==> src/rtl/bram_port_arbiter.sv <==
// rtl/bram_port_arbiter.sv - shares one single-port BRAM between loader, fetch and data access
// Fixed priority ld > dm > if with a fetch anti-starvation override; read data is routed back via a tag pipeline.
module bram_port_arbiter #(
    parameter int ADDR_W     = 15,
    parameter int DATA_W     = 32,
    parameter int RD_LAT     = 2,
    parameter int STARVE_MAX = 8
) (
    input  logic              clk,
    input  logic              rstn,
    input  logic              ld_req,
    input  logic [ADDR_W-1:0] ld_addr,
    input  logic [DATA_W-1:0] ld_wdata,
    output logic              ld_ack,
    input  logic              if_req,
    input  logic [ADDR_W-1:0] if_addr,
    output logic              if_ack,
    output logic              if_rvalid,
    output logic [DATA_W-1:0] if_rdata,
    input  logic              dm_req,
    input  logic              dm_we,
    input  logic [ADDR_W-1:0] dm_addr,
    input  logic [DATA_W-1:0] dm_wdata,
    output logic              dm_ack,
    output logic              dm_rvalid,
    output logic [DATA_W-1:0] dm_rdata,
    output logic              bram_en,
    output logic              bram_we,
    output logic [ADDR_W-1:0] bram_addr,
    output logic [DATA_W-1:0] bram_wdata,
    input  logic [DATA_W-1:0] bram_rdata,
    output logic              busy
);

    localparam int CNT_W = $clog2(STARVE_MAX + 1);

    typedef enum logic [1:0] {GNT_NONE, GNT_LD, GNT_IF, GNT_DM} gnt_t;
    typedef enum logic [1:0] {TAG_NONE, TAG_IF, TAG_DM} tag_t;

    gnt_t             gnt;
    tag_t             issue_tag;
    tag_t             tag_pipe [RD_LAT];
    logic [CNT_W-1:0] starve_cnt;
    logic             ld_pend;
    logic             if_pend;
    logic             dm_pend;
    logic             if_starved;
    logic             pipe_busy;

    // A requester acked this cycle still holds req; mask it so it is not granted twice.
    assign ld_pend    = ld_req & ~ld_ack;
    assign if_pend    = if_req & ~if_ack;
    assign dm_pend    = dm_req & ~dm_ack;
    assign if_starved = (starve_cnt == CNT_W'(STARVE_MAX));

    always_comb begin
        gnt = GNT_NONE;
        if (ld_pend)
            gnt = GNT_LD;
        else if (if_pend && if_starved)
            gnt = GNT_IF;
        else if (dm_pend)
            gnt = GNT_DM;
        else if (if_pend)
            gnt = GNT_IF;
    end

    // The access on the BRAM this cycle is identified by which ack is high.
    always_comb begin
        issue_tag = TAG_NONE;
        if (if_ack)
            issue_tag = TAG_IF;
        else if (dm_ack && !bram_we)
            issue_tag = TAG_DM;
    end

    always_comb begin
        pipe_busy = 1'b0;
        for (int k = 0; k < RD_LAT; k++) begin
            if (tag_pipe[k] != TAG_NONE)
                pipe_busy = 1'b1;
        end
    end

    assign busy = bram_en | pipe_busy;

    always_ff @(posedge clk) begin
        if (!rstn) begin
            ld_ack     <= 1'b0;
            if_ack     <= 1'b0;
            dm_ack     <= 1'b0;
            bram_en    <= 1'b0;
            bram_we    <= 1'b0;
            bram_addr  <= '0;
            bram_wdata <= '0;
        end else begin
            ld_ack  <= (gnt == GNT_LD);
            if_ack  <= (gnt == GNT_IF);
            dm_ack  <= (gnt == GNT_DM);
            bram_en <= (gnt != GNT_NONE);
            bram_we <= 1'b0;
            case (gnt)
                GNT_LD: begin
                    bram_we    <= 1'b1;
                    bram_addr  <= ld_addr;
                    bram_wdata <= ld_wdata;
                end
                GNT_IF: begin
                    bram_addr <= if_addr;
                end
                GNT_DM: begin
                    bram_we    <= dm_we;
                    bram_addr  <= dm_addr;
                    bram_wdata <= dm_wdata;
                end
                default: begin
                end
            endcase
        end
    end

    // Tag leaves the pipe in the cycle bram_rdata is valid; rdata and rvalid register together.
    always_ff @(posedge clk) begin
        if (!rstn) begin
            for (int k = 0; k < RD_LAT; k++)
                tag_pipe[k] <= TAG_NONE;
            if_rvalid <= 1'b0;
            dm_rvalid <= 1'b0;
            if_rdata  <= '0;
            dm_rdata  <= '0;
        end else begin
            tag_pipe[0] <= issue_tag;
            for (int k = 1; k < RD_LAT; k++)
                tag_pipe[k] <= tag_pipe[k-1];
            if_rvalid <= (tag_pipe[RD_LAT-1] == TAG_IF);
            dm_rvalid <= (tag_pipe[RD_LAT-1] == TAG_DM);
            if (tag_pipe[RD_LAT-1] == TAG_IF)
                if_rdata <= bram_rdata;
            if (tag_pipe[RD_LAT-1] == TAG_DM)
                dm_rdata <= bram_rdata;
        end
    end

    always_ff @(posedge clk) begin
        if (!rstn) begin
            starve_cnt <= '0;
        end else if (if_pend && gnt != GNT_IF) begin
            if (!if_starved)
                starve_cnt <= starve_cnt + CNT_W'(1);
        end else begin
            starve_cnt <= '0;
        end
    end

endmodule

==> config.mk <==
export PLATFORM = sky130hd
export DESIGN_NAME = bram_port_arbiter
export DESIGN_NICKNAME = d
export VERILOG_FILES = /design/src/rtl/bram_port_arbiter.sv
export SDC_FILE = /design/constraint.sdc
export NUM_CORES = 1
export LEC_CHECK = 0
export BUFFER_PORTS_ARGS = -buffer_cell sky130_fd_sc_hd__buf_4
export CAP_MARGIN = 30
export CORE_UTILIZATION = 30
export CTS_CLUSTER_DIAMETER = 50
export DETAILED_ROUTE_END_ITERATION = 10
export MAX_ROUTING_LAYER = met4
export SLEW_MARGIN = 40
export SYNTH_ARGS = -nofsm -noshare
export SYNTH_HDL_FRONTEND = slang
export SYNTH_SLANG_ARGS = --single-unit
==> constraint.sdc <==
create_clock -name clk -period 2.25 [get_ports clk]
set_input_delay 0 -clock clk [delete_from_list [all_inputs] [get_ports clk]]
set_output_delay 0 -clock clk [all_outputs]
set_load 0.1 [all_outputs]
# Word level (Yosys, flattened, before mapping)
# Memories as Yosys holds them, arrays and structs flattened.
# Index checks and enable logic that the tools add are counted.
# Widths: inputs -> output; s select.
[totals] mem_count=1 ram_bits=4 reg_bits=122 output_inout_bits=119
[memory_table] name="tag_pipe" words=2 word_bits=2 read_ports=2 rd_ports_with_merged_regs=0 wr=2 line="42" source="tag_t tag_pipe [RD_LAT];"
[classes] n_eq_ne=7 muxes=15 bitwise_logic=9 add_sub_neg=1 reduce_logical=10
[op_table] cell="$pmux 32 s2" n=1
[op_table] cell="$pmux 15 s3" n=1
[op_table] cell="$mux 2" n=8
[op_table] cell="$reduce_bool 2->1" n=4
[op_table] cell="$eq 2x2->1 const B" n=3
[op_table] cell="$add 4x1->4 const B" n=1
[op_table] cell="$eq 2x1->1 const B" n=2
[op_table] cell="$eq 4x4->1 const B" n=1
[op_table] cell="$mux 1" n=4
[op_table] cell="$and 1x1->1" n=3
[op_table] cell="$logic_and 1x1->1" n=3
[op_table] cell="$not 1->1" n=3
[op_table] cell="$or 1x1->1" n=3
[op_table] cell="$reduce_bool 3->1" n=1
[op_table] cell="$ne 2x2->1 const B" n=1
[op_table] cell="$pmux 1 s2" n=1
[op_table] cell="$reduce_and 2->1" n=1
[op_table] cell="$logic_not 1->1" n=1

# Logic depth before layout (Yosys ltp)
# Gate-level depths: netlist (run 1).
[depth] depth_word=9 ltp_mapped=9 ltp_nobuf=6

# Least setup slack after synthesis (run 1)
# No wires, ideal clock.
[synth_path] path_kind="reg2reg" startpoint="reg if_ack" endpoint="reg bram_wdata[10]" t_required_ns=2.113 setup_ns=0.137 slack_ns=0.178 path_stages_with_launch=7 synth_period_minus_slack_ns=2.072 t_arrival_ns=1.935 path_buffers=2 cell_sequence="dfxtp_1 -> and2b_1 -> a21o_4 -> buf_6 -> buf_6 -> nand2_1 -> a31oi_1"
[synth_between] elab_chain_len=8
[synth_rtl] element="from (decl)" line="17" source="output logic if_ack,"
[synth_rtl] element="from (signal assigned)" line="98" source="if_ack <= (gnt == GNT_IF);"
[synth_rtl] element="$not 1->1 (*)" line="52" source="assign if_pend = if_req & ~if_ack;"
[synth_rtl] element="$and 1x1->1 (*)" line="52"
[synth_rtl] element="$mux 2" line="64" source="else if (if_pend)"
[synth_rtl] element="$mux 2" line="62" source="else if (dm_pend)"
[synth_rtl] element="$mux 2 (*)" line="60" source="else if (if_pend && if_starved)"
[synth_rtl] element="$mux 2 (*)" line="58" source="if (ld_pend)"
[synth_rtl] element="$eq 2x2->1 or $eq 2x1->1 (tied branches)" line="102" source="case (gnt)"
[synth_rtl] element="$pmux 32 s2 or $reduce_bool 2->1 (tied branches)"
[synth_rtl] element="to (signal assigned)" line="106" source="bram_wdata <= ld_wdata;"
[synth_rtl] element="to (signal assigned)" line="114" source="bram_wdata <= dm_wdata;"
[synth_rtl] element="to (decl)" line="30" source="output logic [DATA_W-1:0] bram_wdata,"
# Every way passes the cells marked *; elsewhere a longest branch is shown, timed or not.
# A chain may end at the register's enable or synchronous reset.

# Worst setup path in the final report (run 1)
[layout_path] startpoint="reg ld_ack" endpoint="reg bram_wdata[14]"
[layout_between] elab_chain_len=5
[layout_rtl] element="from (decl)" line="14" source="output logic ld_ack,"
[layout_rtl] element="from (signal assigned)" line="97" source="ld_ack <= (gnt == GNT_LD);"
[layout_rtl] element="$not 1->1 (*)" line="51" source="assign ld_pend = ld_req & ~ld_ack;"
[layout_rtl] element="$and 1x1->1 (*)" line="51"
[layout_rtl] element="$mux 2 (*)" line="58"
[layout_rtl] element="$eq 2x2->1 or $eq 2x1->1 (tied branches)" line="102"
[layout_rtl] element="$pmux 32 s2 or $reduce_bool 2->1 (tied branches)"
# Marks and branches as above.

==> results of run 1 <==
-- worst max-delay path, cell delays in order, from the launching register on --
cell           delay [ns]
dfxtp_1              0.35
nand2b_2             0.40
buf_12               0.30
o21ai_0              0.19
a31oi_2              0.24
dlygate4sd3_1        0.59
-- power by group through the flow --
stage | Combinational [mW] | Sequential [mW] | Clock (mW)
finish | 1.63 | 2.38 | 3.06
global route | 1.70 | 2.39 | 3.21
CTS | 1.59 | 2.38 | 3.11
detailed placement | 1.38 | 2.43 | 0
global placement | 1.38 | 2.43 | 0
floorplan | 0.286 | 3.08 | 0
-- per-layer routing --
metal	global-route usage, %	vias up	wire length [um]
met4	11.57	0	541
met1	24.91	2658	7975
met5	-	-	0
met2	36.41	267	9088
met3	5.440	42	1252
li1	-	2821	-
-- state kept, by name, summed over array words and instances, names as in the netlist, 4 cells and up --
register    flops
starve_cnt      4
tag_pipe        4
if_rdata       32
dm_rdata       32
bram_wdata     32
bram_addr      15
-- timing repair --
action | in CTS | in global routing
endpoints found under the hold margin | 112 | 0
setup endpoints to repair | 0 | 7
hold buffers | 142 | 0
gates resized for setup | 0 | 2
buffers inserted | 0 | 5
-- layout make-up --
| class | instances | area (um2) |
|---|---|---|
| fillers | 1360 | 6754 |
| well taps | 216 | 270.3 |
| clock inverters | 14 | 214.0 |
| inverters | 2 | 7.507 |
| multi-input cells | 424 | 2232 |
| clock buffers | 18 | 439.2 |
| repair buffers | 424 | 3618 |
| flip-flops and latches | 126 | 2522 |
-- worst max path at each step --
| stage | cells after the start | start | slack (ns) | end |
|---|---|---|---|---|
| 2_1_floorplan | 6 | if_ack | 0.18 | bram_wdata[10] |
| 3_3_place_gp | 7 | starve_cnt[0] | 0.43 | bram_addr[13] |
| 3_5_place_dp | 7 | starve_cnt[0] | 0.39 | bram_addr[13] |
| 4_1_cts | 7 | starve_cnt[0] | 0.05 | bram_wdata[5] |
| 5_1_grt | 5 | ld_ack | 0.02 | bram_wdata[14] |
| 6_report | 5 | ld_ack | 0.09 | bram_wdata[14] |
-- cells in the final DEF, fill, tap and decap left out, types with 3 or more instances in the layout --
master | netlist | layout
dfxtp_1 | 126 | 126
clkbuf_16 | 0 | 18
nand2_1 | 209 | 209
o221ai_1 | 14 | 14
a21boi_0 | 64 | 64
nor2_1 | 6 | 6
clkinvlp_4 | 0 | 3
and2_1 | 7 | 7
o21ai_0 | 48 | 48
nand2b_1 | 4 | 3
bufinv_16 | 0 | 5
dlygate4sd3_1 | 0 | 142
clkinv_2 | 0 | 3
nand3_1 | 3 | 3
buf_4 | 0 | 276
a21oi_1 | 16 | 16
a31oi_1 | 32 | 31
buf_12 | 0 | 5
-- per-stage QoR --
stage	util (%)	setup WS, ns	hold WS (ns)
global placement	44.53	0.4279	0.2642
floorplan	-	0.1780	0.1386
detailed placement	44.53	0.3946	0.2665
global route	57.94	0.02083	0.08553
finish	57.94	0.09117	0.08663
CTS	57.45	0.04788	0.07547
-- logic make-up after synthesis --
family,after synthesis,synth area share (%)
flip-flops,126,50.43
adder cells (fa/ha/maj),2,0.5002
AO/OA/AOI/OAI,178,23.71
AND/OR/NAND/NOR,239,19.21
XOR/XNOR,3,0.5254
multiplexers,1,0.2001
buffers and inverters,51,5.428
==> impl_results.md, run 1 <==
- Outcome: completed
- Row cnt: 46
- Period minus WS final: 2.159 ns
- Most numerous cell in the Yosys netlist: nand2_1
- GRT Resource Usage Total: 22.17%
- Dpl cells: 1,043
- Post-synth ARST share: 0%
- Sequential area share after synthesis: 50.43%
- Arr. time, crit path: 2.51 ns
- Yosys cell types: 29
- CTS sink count: 126
- DIE WIDTH: 131.1 um
- Drt pass-1 iters: 5
- Fin. Hold Viols: 0
- Placer Congestion: 0.8032
- Internal: 4.900 mW
- Largest net degree at the start of global routing: 70
- First-pass GRT wire length: 29,590 um
- Number of DRC markers in iteration 0: 310
- Switching power: 2.170 mW
- FF-to-FF setup slack: 0.09 ns
- Final setup fails: 0
- Drt total wl: 18,860 um
- CTS tree: done
- H-Tree Depth: 4
- Most common library cells after synthesis: nand2_1, dfxtp_1, a21boi_0
- Post-synth EDFFs: 0
- Clk Tree Root Cell: clkbuf_16
- Reg-to-Reg Start: ld_ack
- Top cell type's share of synthesized area: 50.43%
- Port Buffer Count: 265
- Sequential Power Share: 33.7%
- Synth Instances: 600
- Period utilization: 95.95%
- Worst IR Drop VDD: 0.5004 mV
- Fin area: 9304 um2
- P&R area growth vs syn: 85.99%
- Clock transition at the registers of the reported paths: 0.06 ns
- Die Height: 131.1 um
- Setup_tns: 0 ns
- Vias/cell: 4.729
- Clock buffer depth: 2
- Worst-margin pin slew: 0.5392 ns
- # IOs: 266
- GR Overflow Total: 0
- Max-cap violation count: 0
- Worst Path Max Fanout: 64
- Slew Limit Fails: 0
- Hold Startpoint: rstn
- Leakage: 3.973 nW
- CTS buffer count: 17
- Synth area leader: dfxtp_1
- Clock Skew: 0.009087 ns
- Die area: 17,200 um2
- Worst Hold Class: in2reg
- Logic pwr share: 23.0%
- Placed Area: 7151 um2
- Pwr dens: 759.9 nW/um2
- Worst R2R End: bram_wdata[14]
- Power after layout: 7.070 mW
- # diodes: 0
- Non-filler cells, final: 1,224
- Initial Utilization: 31.15%
- Post-layout net count: 1,144
- Layout cells sized above 1: 32.24%
- Clk pwr share: 43.2%
- Later-pin clock latency in the skew report: 0.42 ns
- Hold path depth: 3
- RSZ-0062 raised after global routing: no
- Setup crit end kind: flip-flop
- WP data required: 2.60 ns
- Slew margin rel.: 63.91%
- Number of global-route vias before repair: 5,969
- Sw frac: 30.69%
- Reg2reg path depth: 5
- Initial antenna violation count: 0
- Worst Hold Endpoint: bram_wdata[25]
- Max Clk Rate: 463.2 MHz
- Yosys reg bits: 126
- HPWL Detailed: 11,100 um
- Synthesized Nets: 749
- Drt drc: 0
- Final ANT Viol Nets: 0
- Core area: 16,060 um2
- Routed via count: 5,788
- Post-Syn Area: 5002 um2
- Synth Area per Inst: 8.337 um2
- Synth Flop Type: dfxtp_1
- Drt wl/cell: 15.41 um
- Ranking of synthesized cells by area: dfxtp_1, nand2_1, a21boi_0
- Startpoint types: flip-flop
- Crit path kind: reg2reg
- Yosys Warn Count: 0
Note: power is estimated with default switching activity, not from simulation.
==> run 2: changes to the inputs <==
Clock period 2.25 ns to 1.8 ns, I/O delays scaled along.
==> run 2 against run 1 <==
Compared with the run above: setup slack got worse by 0.034 ns; die area did not move; critical path depth rose by 2; combinational power rose by 25%; worst hold slack improved by 0.042 ns; clock skew fell by 0.0023 ns; critical endpoint is now bram_addr[5]; register-to-register slack got worse by 0.03 ns; highest routed layer unchanged; fmax rose by 24%; via count rose by 0.71%.
==> impl_results.md, run 2 (same netlist as run 1, synthesis figures left out) <==
- Largest net degree at the start of global routing: 69
- Outcome: completed
- DIE WIDTH: 131.1 um
- Final ANT Viol Nets: 0
- Max-cap violation count: 0
- Clk pwr share: 41.6%
- Max Clk Rate: 573.9 MHz
- Worst Path Max Fanout: 24
- Die Height: 131.1 um
- Arr. time, crit path: 2.03 ns
- Crit path kind: reg2reg
- Final core utilization: 58.00%
- Clock transition at the registers of the reported paths: 0.06 ns
- Hold WS: 0.1290 ns
- CP delay by family, top: compound AO/OA/AOI/OAI gates
- Vias/cell: 4.758
- Number of DRC markers in iteration 0: 332
- CTS sink count: 126
- Final setup fails: 0
- Later-pin clock latency in the skew report: 0.41 ns
- Layout cells sized above 1: 32.90%
- Worst IR Drop VDD: 0.6111 mV
- Placed Area: 7182 um2
- Pwr dens: 924.3 nW/um2
- Core area: 16,060 um2
- WP data required: 2.09 ns
- Initial antenna violation count: 0
- Drt total wl: 19,200 um
- Period minus WS final: 1.742 ns
- Leakage: 3.966 nW
- Slew Limit Fails: 0
- Most common cell after layout, fill and taps aside: buf_4
- Die area: 17,200 um2
- Critical Path, Cell by Cell: inv_1 > ha_1 > and3b_2 > buf_4 > a21o_4 > o221ai_2 > a21oi_1
- Drt drc: 0
- Routed via count: 5,829
- Logic pwr share: 23.7%
- # diodes: 0
- GRT Resource Usage Total: 22.70%
- Dpl ws: -0.01890 ns
- Crit-path max cell delay: 0.33 ns
- Initial Utilization: 31.15%
- CTS tree: done
- Placer Congestion: 0.7798
- Clk Tree Root Cell: clkbuf_16
- Worst Hold Class: in2reg
- Sequential Power Share: 34.6%
- Setup_tns: 0 ns
- Critical path buffer and inverter count: 2
- Setup ws final: 0.05753 ns
- CTS buffer count: 17
- Clock buffer depth: 2
- Sw frac: 30.86%
- Drt wl/cell: 15.68 um
- GR Overflow Total: 0
- Largest regs: bram_wdata (32), dm_rdata (32), if_rdata (32)
- Setup crit end kind: flip-flop
- CP max stage cell: dfxtp_2
- Number of global-route vias before repair: 5,747
- Most frequent cells in the layout: buf_4, nand2_1, dlygate4sd3_1, dfxtp_1, a21boi_0
- Port Buffer Count: 265
- HPWL Detailed: 11,030 um
- Slew margin rel.: 61.01%
- Startpoint types: flip-flop
- Filler cell count: 1,382
- Fin area: 9314 um2
- Post-layout net count: 1,145
- Row cnt: 46
- Drt pass-1 iters: 5
- Fin. Hold Viols: 0
- H-Tree Depth: 4
- Switching power: 2.657 mW
- Worst-margin pin slew: 0.5849 ns
- First-pass GRT wire length: 30,030 um
- P&R area growth vs syn: 86.19%
- Period utilization: 96.80%
- Internal: 5.952 mW
- # IOs: 266
- Clock Skew: 0.006752 ns
==> run 2: layout make-up <==
class | count | area [um2] | area share [%]
flip-flops and latches | 126 | 2529 | 27.15
repair buffers | 424 | 3631 | 38.98
well taps | 216 | 270.3 | 2.902
multi-input cells | 425 | 2257 | 24.23
inverters | 2 | 7.507 | 0.08060
clock buffers | 22 | 484.2 | 5.199
clock inverters | 10 | 135.1 | 1.451
==> run 2: per-layer routing <==
layer | track usage [%] | routed length [um]
met2 | 36.88 | 9266
met4 | 10.46 | 477
met1 | 26.19 | 8028
met5 | - | 0
met3 | 5.826 | 1431
==> run 2: worst reg2reg max path, stage by stage, from the launching register on <==
cell and delay, ns:
dfxtp_2 0.33, inv_1 0.07, ha_1 0.19, and3b_2 0.28
buf_4 0.16, a21o_4 0.30, o221ai_2 0.21, a21oi_1 0.09
==> run 2: worst paths after layout <==
kind | start | to | slack (ns) | depth (start not counted)
setup / recovery | starve_cnt[0] | bram_addr[5] | 0.06 | 7
hold / removal | rstn | bram_wdata[27] | 0.13 | 3
setup reg to reg | starve_cnt[0] | bram_addr[5] | 0.06 | 7
hold reg to reg | if_ack | tag_pipe[0][1] | 0.45 | 1
==> run 2: what timing repair did <==
item	4_1_cts	5_1_grt
setup buffers	0	3
resized for setup	1	7
cloned	1	2
endpoints found under the setup margin	16	37
pin swaps	1	2
hold endpoints to repair	112	0
hold buffers	142	0
==> run 2: metrics by stage <==
step	cells	total power [mW]
6_report	1225	8.609
2_1_floorplan	600	4.215
5_1_grt	1225	8.913
3_3_place_gp	1045	4.771
4_1_cts	1220	8.632
3_5_place_dp	1045	4.774
==> run 2: power by group through the flow <==
stage	clock [mW]	combinational [mW]	sequential, mW
CTS	3.65	2.00	2.98
global placement	0	1.74	3.03
global route	3.79	2.13	2.99
finish	3.59	2.04	2.98
floorplan	0	0.358	3.86
detailed placement	0	1.74	3.03
==> run 3: changes to the inputs <==
--- a/config.mk
+++ b/config.mk
@@ -11,7 +11,7 @@
 export CTS_CLUSTER_DIAMETER = 50
 export DETAILED_ROUTE_END_ITERATION = 10
-export MAX_ROUTING_LAYER = met4
 export SLEW_MARGIN = 40
 export SYNTH_ARGS = -nofsm -noshare
 export SYNTH_HDL_FRONTEND = slang
 export SYNTH_SLANG_ARGS = --single-unit
+export TNS_END_PERCENT = 50
==> constraint.sdc (replaced) <==
create_clock -name clk -period 1.8 [get_ports clk]
set_input_delay 0.09 -clock clk [delete_from_list [all_inputs] [get_ports clk]]
set_output_delay 0.09 -clock clk [all_outputs]
set_load 0.1 [all_outputs]
==> run 3 against run 2 <==
Compared with the run above: count of clock-buffer cells in the layout down 4; combinational power down 3%; fmax up 1.1%; global-route usage down 2.1 points; sequential share of layout area up 0.40 points; sequential power about the same; non-clock buffer count down 21; critical path type unchanged; largest cell class unchanged; largest power group unchanged.
==> impl_results.md, run 3 (same netlist as run 1, synthesis figures left out) <==
- Largest net degree at the start of global routing: 69
- Dpl ws: 0.008381 ns
- Reg2reg path depth: 6
- Drt drc: 0
- Reg-to-Reg Start: starve_cnt[0]
- Placer Congestion: 0.7681
- Clk pwr share: 45.8%
- Crit path kind: reg2reg
- Layout cells sized above 1: 32.83%
- FF-to-FF setup slack: 0.08 ns
- Slew Limit Fails: 0
- RSZ-0062 raised after global routing: yes
- # diodes: 0
- WP data required: 2.09 ns
- Number of DRC markers in iteration 0: 288
- Setup crit end kind: flip-flop
- Post-layout net count: 1,123
- H-Tree Depth: 4
- CTS tree: done
- Drt wl/cell: 15.04 um
- GR Overflow Total: 0
- Worst Path Max Fanout: 24
- Most frequent cells in the layout: buf_4, nand2_1, dlygate4sd3_1, dfxtp_1, a21boi_0
- Switching power: 2.661 mW
- CTS buffer count: 17
- Period utilization: 95.73%
- Row cnt: 46
- Period minus WS final: 1.723 ns
- Vias/cell: 4.678
- First-pass GRT wire length: 28,190 um
- Initial Utilization: 31.15%
- Leakage: 3.895 nW
- Later-pin clock latency in the skew report: 0.41 ns
- Arr. time, crit path: 2.02 ns
- Setup ws final: 0.07680 ns
- DIE WIDTH: 131.1 um
- Worst Hold Class: in2reg
- Post-CTS setup buffers: 0
- Hold Startpoint: dm_addr[7]
- Most common cell after layout, fill and taps aside: buf_4
- Sequential Power Share: 32.6%
- P&R area growth vs syn: 83.29%
- Clk Tree Root Cell: clkbuf_16
- Worst IR Drop VDD: 0.5999 mV
- Worst R2R End: bram_addr[0]
- Logic pwr share: 21.6%
- Worst-margin pin slew: 0.5043 ns
- GRT Resource Usage Total: 20.65%
- Number of global-route vias before repair: 5,588
- # IOs: 266
- Pwr dens: 996.9 nW/um2
- Clock buffer depth: 2
- Hold WS: 0.006117 ns
- Initial antenna violation count: 0
- Clock transition at the registers of the reported paths: 0.06 ns
- Capture point of the worst path: bram_addr[0]
- Max-cap violation count: 0
- Max Clk Rate: 580.3 MHz
- Outcome: completed
- CTS sink count: 126
- Die area: 17,200 um2
- HPWL Detailed: 11,190 um
- Fin. Hold Viols: 0
- Internal: 6.479 mW
- Final setup fails: 0
- Port Buffer Count: 265
- Sw frac: 29.11%
- Core area: 16,060 um2
- Largest regs: bram_wdata (32), dm_rdata (32), if_rdata (32)
- Slew margin rel.: 66.38%
- Die Height: 131.1 um
- Crit path from: starve_cnt[0]
- Final ANT Viol Nets: 0
- Clock Skew: 0.009272 ns
- Startpoint types: flip-flop
- Drt total wl: 18,100 um
- Routed via count: 5,628
- Drt pass-1 iters: 4
## run 3: layer usage
metal | global-route usage, % | wire, um | share of wire (%) | up-vias
met5 | 0 | 0 | 0 | -
met4 | 9.673 | 420 | 2.3 | 0
met3 | 6.173 | 1290 | 7.1 | 28
met2 | 35.43 | 8795 | 49 | 229
met1 | 23.39 | 7588 | 42 | 2594
li1 | - | - | - | 2777
## run 3: power groups by stage
| stage | clock network [mW] | logic, mW | registers [mW] |
|---|---|---|---|
| 6_report | 4.18 | 1.98 | 2.98 |
| 5_1_grt | 4.40 | 2.07 | 2.99 |
| 4_1_cts | 4.27 | 1.96 | 2.98 |
| 3_5_place_dp | 0 | 1.74 | 3.03 |
| 3_3_place_gp | 0 | 1.74 | 3.03 |
| 2_1_floorplan | 0 | 0.358 | 3.86 |
## run 3: worst max-delay path, stage by stage (launching register included)
cell and delay, ns:
dfxtp_1 0.36, inv_1 0.09, ha_1 0.21, and3b_2 0.28
a21o_4 0.33, o221ai_1 0.23, a21oi_1 0.10
## run 3: worst min path at each step
stage / to / slack, ns / cells after the start
6_report: bram_addr[7] / 0.006 / 3
5_1_grt: bram_wdata[20] / 0.03 / 3
4_1_cts: bram_addr[8] / 0.0006 / 3
3_5_place_dp: bram_addr[3] / 0.35 / 3
3_3_place_gp: bram_addr[0] / 0.35 / 3
2_1_floorplan: bram_addr[11] / 0.23 / 2
## run 3: area by class of cell
class	count	area [um2]
fillers	1409	6889
repair buffers	403	3411
flip-flops and latches	126	2526
multi-input cells	424	2238
clock buffers	18	429.2
clock inverters	14	286.5
well taps	216	270.3
inverters	2	7.507
## run 3: what timing repair did
item / in CTS / in global routing
gates resized for setup: 1 / 2
hold endpoints to repair: 112 / 0
hold buffers: 124 / 0
pin swaps: 1 / 0
endpoints found under the setup margin: 17 / 47
gates cloned: 0 / 1
## run 3: metrics by stage
stage | util (%) | std cells | cell area [um2] | power [mW] | setup TNS, ns
after floorplan | - | 600 | 5006 | 4.215 | 0
after global placement | 44.77 | 1046 | 7189 | 4.771 | 0
after detailed placement | 44.77 | 1046 | 7189 | 4.773 | 0
after CTS | 56.97 | 1202 | 9148 | 9.206 | 0
after global routing | 57.10 | 1203 | 9169 | 9.462 | -0.04832
final | 57.10 | 1203 | 9169 | 9.140 | 0
